==> config.mk <==
export PLATFORM = sky130hd
export DESIGN_NAME = mem_access_unit
export DESIGN_NICKNAME = d
export VERILOG_FILES = /design/src/rtl/mem_access_unit_pkg.sv /design/src/rtl/mem_access_unit_load_align.sv /design/src/rtl/mem_access_unit.sv
export SDC_FILE = /design/constraint.sdc
export NUM_CORES = 1
export LEC_CHECK = 0
export ABC_AREA = 1
export BUFFER_PORTS_ARGS = -buffer_cell sky130_fd_sc_hd__buf_2
export CAP_MARGIN = 10
export CELL_PAD_IN_SITES_DETAIL_PLACEMENT = 0
export CELL_PAD_IN_SITES_GLOBAL_PLACEMENT = 1
export CORE_UTILIZATION = 33
export DETAILED_ROUTE_END_ITERATION = 10
export PLACE_DENSITY_LB_ADDON = 0.15
export SLEW_MARGIN = 10
export SYNTH_ARGS = -nofsm -noshare
export SYNTH_HDL_FRONTEND = slang
export SYNTH_SLANG_ARGS = --single-unit
==> constraint.sdc <==
create_clock -name clk -period 1.7 [get_ports clk]
set_input_delay 0.17 -clock clk [delete_from_list [all_inputs] [get_ports clk]]
set_output_delay 0.17 -clock clk [all_outputs]
set_load 0.005 [all_outputs]
==> src/rtl/mem_access_unit_pkg.sv <==
// rtl/mem_access_unit_pkg.sv - size encodings, FSM state constants and mask helpers for the load/store unit
package mem_access_unit_pkg;

    // Access size encodings carried on lsu_size_i
    localparam logic [1:0] SIZE_B = 2'd0;
    localparam logic [1:0] SIZE_H = 2'd1;
    localparam logic [1:0] SIZE_W = 2'd2;
    localparam logic [1:0] SIZE_D = 2'd3;

    // FSM state encodings
    localparam logic [1:0] ST_IDLE = 2'd0;
    localparam logic [1:0] ST_REQ  = 2'd1;
    localparam logic [1:0] ST_WAIT = 2'd2;
    localparam logic [1:0] ST_DONE = 2'd3;

    // Byte-enable pattern for an access of the given size starting at lane 0
    function automatic logic [7:0] size_mask(input logic [1:0] size);
        case (size)
            SIZE_B:  return 8'h01;
            SIZE_H:  return 8'h03;
            SIZE_W:  return 8'h0F;
            default: return 8'hFF;
        endcase
    endfunction

    // True when the low address bits are not a multiple of the access size
    function automatic logic misaligned(input logic [2:0] offset, input logic [1:0] size);
        case (size)
            SIZE_B:  return 1'b0;
            SIZE_H:  return offset[0];
            SIZE_W:  return |offset[1:0];
            default: return |offset;
        endcase
    endfunction

endpackage

==> src/rtl/mem_access_unit_load_align.sv <==
// rtl/mem_access_unit_load_align.sv - load data lane shift, size truncation and sign/zero extension
//
// Ports:
//   rdata       in  XLEN  8-byte aligned data returned by the bus
//   offset      in  3     byte offset of the access inside the doubleword
//   size        in  2     access size (byte/half/word/double)
//   is_unsigned in  1     1 zero-extends, 0 sign-extends
//   result      out XLEN  right-justified, extended load value
module lsu_load_align
    import mem_access_unit_pkg::*;
#(
    parameter int XLEN = 64
) (
    input  logic [XLEN-1:0] rdata,
    input  logic [2:0]      offset,
    input  logic [1:0]      size,
    input  logic            is_unsigned,
    output logic [XLEN-1:0] result
);

    logic [XLEN-1:0] shifted;

    assign shifted = rdata >> {offset, 3'b000};

    always_comb begin
        result = shifted;
        case (size)
            SIZE_B: result = is_unsigned ? {{(XLEN-8){1'b0}}, shifted[7:0]}
                                         : {{(XLEN-8){shifted[7]}}, shifted[7:0]};
            SIZE_H: result = is_unsigned ? {{(XLEN-16){1'b0}}, shifted[15:0]}
                                         : {{(XLEN-16){shifted[15]}}, shifted[15:0]};
            SIZE_W: result = is_unsigned ? {{(XLEN-32){1'b0}}, shifted[31:0]}
                                         : {{(XLEN-32){shifted[31]}}, shifted[31:0]};
            default: result = shifted;
        endcase
    end

endmodule

==> src/rtl/mem_access_unit.sv <==
// rtl/mem_access_unit.sv - memory-stage load/store unit with req/gnt/rvalid data bus and pipeline stall
//
// Optional feature macro: LSU_MISALIGN_CHECK_EN (size-misaligned accesses skip the bus and flag misalign_o)
//
// Ports:
//   clk, rst_n            clock, asynchronous active-low reset
//   lsu_valid_i/ld_i/st_i live memory op from EX/MEM (load or store)
//   lsu_size_i            0 byte, 1 half, 2 word, 3 double
//   lsu_unsigned_i        load zero-extends when set
//   lsu_addr_i/wdata_i    effective address, right-justified store data
//   dmem_*_o              bus request, write enable, aligned address, lane-shifted data, byte mask
//   dmem_gnt_i            bus accepted the request
//   dmem_rvalid_i/rdata_i load data return
//   stall_o               hold IF..MEM while the access is outstanding
//   mem_done_o            memory op completes this cycle
//   from_mem_alu_res_o    last load result for MEM/WB
//   misalign_o            misaligned access flagged (0 unless the macro is defined)
module mem_access_unit
    import mem_access_unit_pkg::*;
#(
    parameter int XLEN = 64
) (
    input  logic            clk,
    input  logic            rst_n,
    input  logic            lsu_valid_i,
    input  logic            lsu_ld_i,
    input  logic            lsu_st_i,
    input  logic [1:0]      lsu_size_i,
    input  logic            lsu_unsigned_i,
    input  logic [XLEN-1:0] lsu_addr_i,
    input  logic [XLEN-1:0] lsu_wdata_i,
    output logic            dmem_req_o,
    output logic            dmem_we_o,
    output logic [XLEN-1:0] dmem_addr_o,
    output logic [XLEN-1:0] dmem_wdata_o,
    output logic [7:0]      dmem_wmask_o,
    input  logic            dmem_gnt_i,
    input  logic            dmem_rvalid_i,
    input  logic [XLEN-1:0] dmem_rdata_i,
    output logic            stall_o,
    output logic            mem_done_o,
    output logic [XLEN-1:0] from_mem_alu_res_o,
    output logic            misalign_o
);

    logic [1:0]      state_q;
    logic [1:0]      state_d;
    logic [XLEN-1:0] addr_q;
    logic [XLEN-1:0] wdata_q;
    logic [XLEN-1:0] result_q;
    logic [XLEN-1:0] load_res;
    logic [1:0]      size_q;
    logic            uns_q;
    logic            st_q;
    logic            start;
    logic            bad_addr;
    logic            in_req;

    assign start  = lsu_valid_i & (lsu_ld_i | lsu_st_i);
    assign in_req = (state_q == ST_REQ);

`ifdef LSU_MISALIGN_CHECK_EN
    logic misalign_q;

    assign bad_addr   = misaligned(lsu_addr_i[2:0], lsu_size_i);
    assign misalign_o = (state_q == ST_DONE) & misalign_q;

    always_ff @(posedge clk or negedge rst_n) begin
        if (!rst_n) begin
            misalign_q <= 1'b0;
        end else if (state_q == ST_IDLE) begin
            misalign_q <= start & bad_addr;
        end
    end
`else
    assign bad_addr   = 1'b0;
    assign misalign_o = 1'b0;
`endif

    always_comb begin
        state_d = state_q;
        case (state_q)
            ST_IDLE: if (start) state_d = bad_addr ? ST_DONE : ST_REQ;
            ST_REQ:  if (dmem_gnt_i) state_d = st_q ? ST_DONE : ST_WAIT;
            // rvalid is only looked at here, so a stray rvalid during REQ is ignored
            ST_WAIT: if (dmem_rvalid_i) state_d = ST_DONE;
            default: state_d = ST_IDLE;
        endcase
    end

    lsu_load_align #(
        .XLEN(XLEN)
    ) u_load_align (
        .rdata      (dmem_rdata_i),
        .offset     (addr_q[2:0]),
        .size       (size_q),
        .is_unsigned(uns_q),
        .result     (load_res)
    );

    always_ff @(posedge clk or negedge rst_n) begin
        if (!rst_n) begin
            state_q  <= ST_IDLE;
            addr_q   <= '0;
            wdata_q  <= '0;
            result_q <= '0;
            size_q   <= SIZE_B;
            uns_q    <= 1'b0;
            st_q     <= 1'b0;
        end else begin
            state_q <= state_d;
            if (state_q == ST_IDLE && start) begin
                addr_q  <= lsu_addr_i;
                wdata_q <= lsu_wdata_i;
                size_q  <= lsu_size_i;
                uns_q   <= lsu_unsigned_i;
                st_q    <= lsu_st_i;
            end
            if (state_q == ST_WAIT && dmem_rvalid_i) begin
                result_q <= load_res;
            end
        end
    end

    // Bus outputs come from the captured registers and are forced to zero outside REQ,
    // so they stay stable while waiting for gnt and are quiet after reset.
    // The mask shift keeps 8 bits: lanes past the doubleword boundary are dropped.
    assign dmem_req_o   = in_req;
    assign dmem_we_o    = in_req & st_q;
    assign dmem_addr_o  = in_req ? {addr_q[XLEN-1:3], 3'b000} : '0;
    assign dmem_wdata_o = in_req ? (wdata_q << {addr_q[2:0], 3'b000}) : '0;
    assign dmem_wmask_o = in_req ? (size_mask(size_q) << addr_q[2:0]) : 8'h00;

    assign stall_o            = in_req | (state_q == ST_WAIT) | ((state_q == ST_IDLE) & start);
    assign mem_done_o         = (state_q == ST_DONE);
    assign from_mem_alu_res_o = result_q;

endmodule
==> out/results.ini <==
[yosys]
synthesis.area_sq_um = 11700
post_synth_xor_area_fraction_pct = 0
ys_top_cells_by_count = 394 x sky130_fd_sc_hd__nand2_1, 226 x sky130_fd_sc_hd__nor2_1, 198 x sky130_fd_sc_hd__dfrtp_1
yosysTopAreaCellShare_pct = 42.3
cells_after_synth = 1524
synth.area.mux_share_pct = 12.3
yosys.area_share.adder_pct = 0.427
ys_top_cells_by_area = sky130_fd_sc_hd__dfrtp_1 42%, sky130_fd_sc_hd__nand2_1 13%, sky130_fd_sc_hd__mux2_2 11%, sky130_fd_sc_hd__nor2_1 7.2%, sky130_fd_sc_hd__o21ai_0 5.4%
edff_count_synth = 0
postSynthAreaPerCell_sq_um = 7.69
synth_async_sr_flop_share_pct = 100
synthesis.yosys.warnings = 0
synth_compound_gate_area_share_pct = 11.0
synthDominantAreaCellType = sky130_fd_sc_hd__dfrtp_1
ys_types = 37
synth-main-ff-cell = sky130_fd_sc_hd__dfrtp_1
seq_area_frac_synth_pct = 42.3
synth.most_common_cell = sky130_fd_sc_hd__nand2_1
ys_ff_latch = 198
synth_simple_gate_area_share_pct = 24.6
synth_top_family_by_area = simple AND/OR/NAND/NOR gates

[final_layout]
final_layout_fill_cell_count = 3188
layout-drive-gt1-share_pct = 49.2
final_net_count = 2368
post-route-cell-area_sq_um = 20100
syn_to_final_growth_pct = 71.6

[power]
share_comb_of_total_power_pct = 64.2
p_sw_mw = 16.6
p_per_area_nw_per_um2 = 1870
static_leakage_nw = 10.1
power.share.switching_pct = 44.1
pwr-share-seq_pct = 24.8
power.share.clock_pct = 10.9
worst_vdd_drop_uv = 1100
intPower_mw = 21.0

[global_route]
groute.usage.overall_pct = 27.5
antenna_found_initial = 3
largest_net_degree_at_the_start_of_global_routing = 64
grt_first_pass_wirelength_microns = 75300
gr-total-overflow = 0
first_global_vias = 13141

[detailed_routing]
drt_drc_violations_left = 0
detailroute.via_count = 13225
drtIter0Drc = 874
routed_wl_microns = 52700
post_drt_wl_per_cell_microns = 20.0
antenna_violating_nets_post_route = 0
dr.pass1.iters = 5
routed_via_density = 5.02

[min_path]
worstHoldPathType = input port to flop

[setup_path]
arrival_ns = 2.04
end_kind = output port
critPathRequiredTime_ns = 1.53
startpoint_type = flop
crit_path_max_fanout = 8
worst-setup-path-type = flop to output port

[place]
place.detailed.hpwl_microns = 34500
io_buffer_count = 402
placedInstanceArea_sq_um = 14900
gpl.final_weighted_congestion = 0.891

[sta]
hold_violations = 0
tcrit_tclk_final_pct = 130
finalSetupViolations = 312
final.hold.worst_slack_ns = 0.0517
maxClockFrequency_mhz = 452
clock-skew-final_ns = 0.00811
minimum_clock_period_ns = 2.21
final_critical_path_setup_slack_ns = -0.513
rsz0062_at_grt = yes
drv_slew = 0
worst_pin_slew_ns = 0.556
max_slew_margin_pct = 62.9

[floorplan]
die_width_microns = 190
core_sq_um = 34700
die-area_sq_um = 36300
initial_core_utilization_pct = 33.8
std_cell_rows = 68
die_y_microns = 190
floorplan.io_pins = 407

[run_status]
failing_checks = setup timing
outcome = finished, violations left

[cts]
clkLatencyLatePin_ns = 0.46
cts_tree = built
cts-buffers-inserted = 17
numClockSinks = 198
htree_num_levels = 4
path_clk_slew_ns = 0.08
clock_tree.buffer_depth = 2
clockRootBuffer = sky130_fd_sc_hd__clkbuf_16

[flow_run]
timing.max_cap.violations = 0

## kinds of logic after synthesis
| logic type | after synthesis |
|---|---|
| compound gates | 239 |
| fa+ha+maj | 4 |
| buf+inv | 230 |
| flops | 198 |
| mux | 130 |
| other cells | 1 |
| simple gates | 722 |
## per-layer routing
| layer | vias up | share of wire, % | GRT usage (%) |
|---|---|---|---|
| met3 | 96 | 5.2 | 5.02 |
| met5 | - | 0 | 0 |
| met4 | 0 | 3.1 | 9.78 |
| met2 | 462 | 52 | 49.1 |
| met1 | 6459 | 40 | 32.9 |
| li1 | 6208 | - | - |
## area by class of cell
cell class	instances	area [sq um]	share of cell area, %
Antenna cell	3	7.51	0.0373
Clock inverter	14	136	0.678
Timing Repair Buffer	726	6250	31.1
Tap cell	455	569	2.83
Multi-Input combinational cell	1099	7260	36.1
Sequential cell	198	4960	24.7
Clock buffer	18	439	2.18
Inverter	120	480	2.39
## stage by stage
step	TNS, ns	setup slack, ns	power [mW]	utilization (%)	cells
2_1_floorplan	0	0.0240	18.0	-	1527
4_1_cts	-76.21	-0.510	34.2	53.4	2597
6_report	-76.68	-0.513	37.6	57.9	2633
5_1_grt	-98.52	-0.561	39.9	57.9	2633
3_3_place_gp	-3.17	-0.122	25.0	43.0	2391
3_5_place_dp	-5.55	-0.161	25.2	43.0	2391
## power groups by stage
| stage | clock [mW] | combinational (mW) | sequential (mW) |
|---|---|---|---|
| after floorplan | 0 | 9.71 | 8.32 |
| after global placement | 0 | 16.3 | 8.76 |
| after detailed placement | 0 | 16.3 | 8.82 |
| after CTS | 4.22 | 20.9 | 9.07 |
| after global routing | 4.39 | 25.9 | 9.61 |
| final | 4.12 | 24.2 | 9.33 |
## sequential cells by signal, summed over array words and instances, names as in the netlist
signal / flops
addr_q: 64
from_mem_alu_res_o: 64
size_q: 2
st_q: 1
state_q: 2
uns_q: 1
wdata_q: 64
## worst max-delay path, stage by stage (launching register included)
cell	delay [ns]
sky130_fd_sc_hd__dfrtp_4	0.59
sky130_fd_sc_hd__buf_16	0.20
sky130_fd_sc_hd__buf_12	0.16
sky130_fd_sc_hd__mux2i_4	0.19
sky130_fd_sc_hd__nand2_1	0.07
sky130_fd_sc_hd__nand2_1	0.06
sky130_fd_sc_hd__o22ai_2	0.15
sky130_fd_sc_hd__buf_2	0.15
## layout by cell type, fill, tap and decap left out, types with 4 or more instances in the layout
cell type	n
sky130_fd_sc_hd__o21ai_0	46
sky130_fd_sc_hd__nand2_2	80
sky130_fd_sc_hd__dfrtp_1	196
sky130_fd_sc_hd__a21oi_1	43
sky130_fd_sc_hd__nand2_1	274
sky130_fd_sc_hd__nand3_4	6
sky130_fd_sc_hd__o22ai_2	5
sky130_fd_sc_hd__nand3_1	55
sky130_fd_sc_hd__bufbuf_16	4
sky130_fd_sc_hd__inv_2	23
sky130_fd_sc_hd__conb_1	4
sky130_fd_sc_hd__mux2i_4	12
sky130_fd_sc_hd__a31oi_1	6
sky130_fd_sc_hd__o21a_1	4
sky130_fd_sc_hd__buf_16	19
sky130_fd_sc_hd__mux2_2	112
sky130_fd_sc_hd__buf_8	9
sky130_fd_sc_hd__buf_4	85
sky130_fd_sc_hd__a22oi_2	8
sky130_fd_sc_hd__nor2_4	20
sky130_fd_sc_hd__o21ai_4	16
sky130_fd_sc_hd__dlygate4sd3_1	132
sky130_fd_sc_hd__o21ai_1	43
sky130_fd_sc_hd__nor2_2	22
sky130_fd_sc_hd__or2_1	5
sky130_fd_sc_hd__nand2_4	38
sky130_fd_sc_hd__a21oi_2	15
sky130_fd_sc_hd__inv_6	8
sky130_fd_sc_hd__o21ai_2	32
sky130_fd_sc_hd__clkbuf_16	32
sky130_fd_sc_hd__nand2_8	4
sky130_fd_sc_hd__nand3_2	27
sky130_fd_sc_hd__o211ai_1	11
sky130_fd_sc_hd__buf_2	386
sky130_fd_sc_hd__inv_1	89
sky130_fd_sc_hd__inv_4	5
sky130_fd_sc_hd__buf_12	39
sky130_fd_sc_hd__buf_6	36
sky130_fd_sc_hd__nor2_1	186
## path summary, 6_finish.rpt
path,start,endpoint,slack (ns),depth (start not counted)
max,addr_q[0],dmem_wdata_o[35],-0.51,7
min,lsu_wdata_i[19],wdata_q[19],0.05,3
max reg2reg,addr_q[0],from_mem_alu_res_o[51],-0.39,13
min reg2reg,from_mem_alu_res_o[1],from_mem_alu_res_o[1],0.49,2
max in group asynchronous,rst_n,wdata_q[2],0.79,3
min in group asynchronous,rst_n,wdata_q[41],0.26,2
## what timing repair did
item	4_1_cts	5_1_grt
endpoints found under the hold margin	173	0
hold buffers	132	0
gates resized for setup	320	284
gates cloned	21	16
pin swaps	30	62
setup buffers	25	26
endpoints found under the setup margin	225	335
Note: power is estimated with default switching activity, not from simulation.
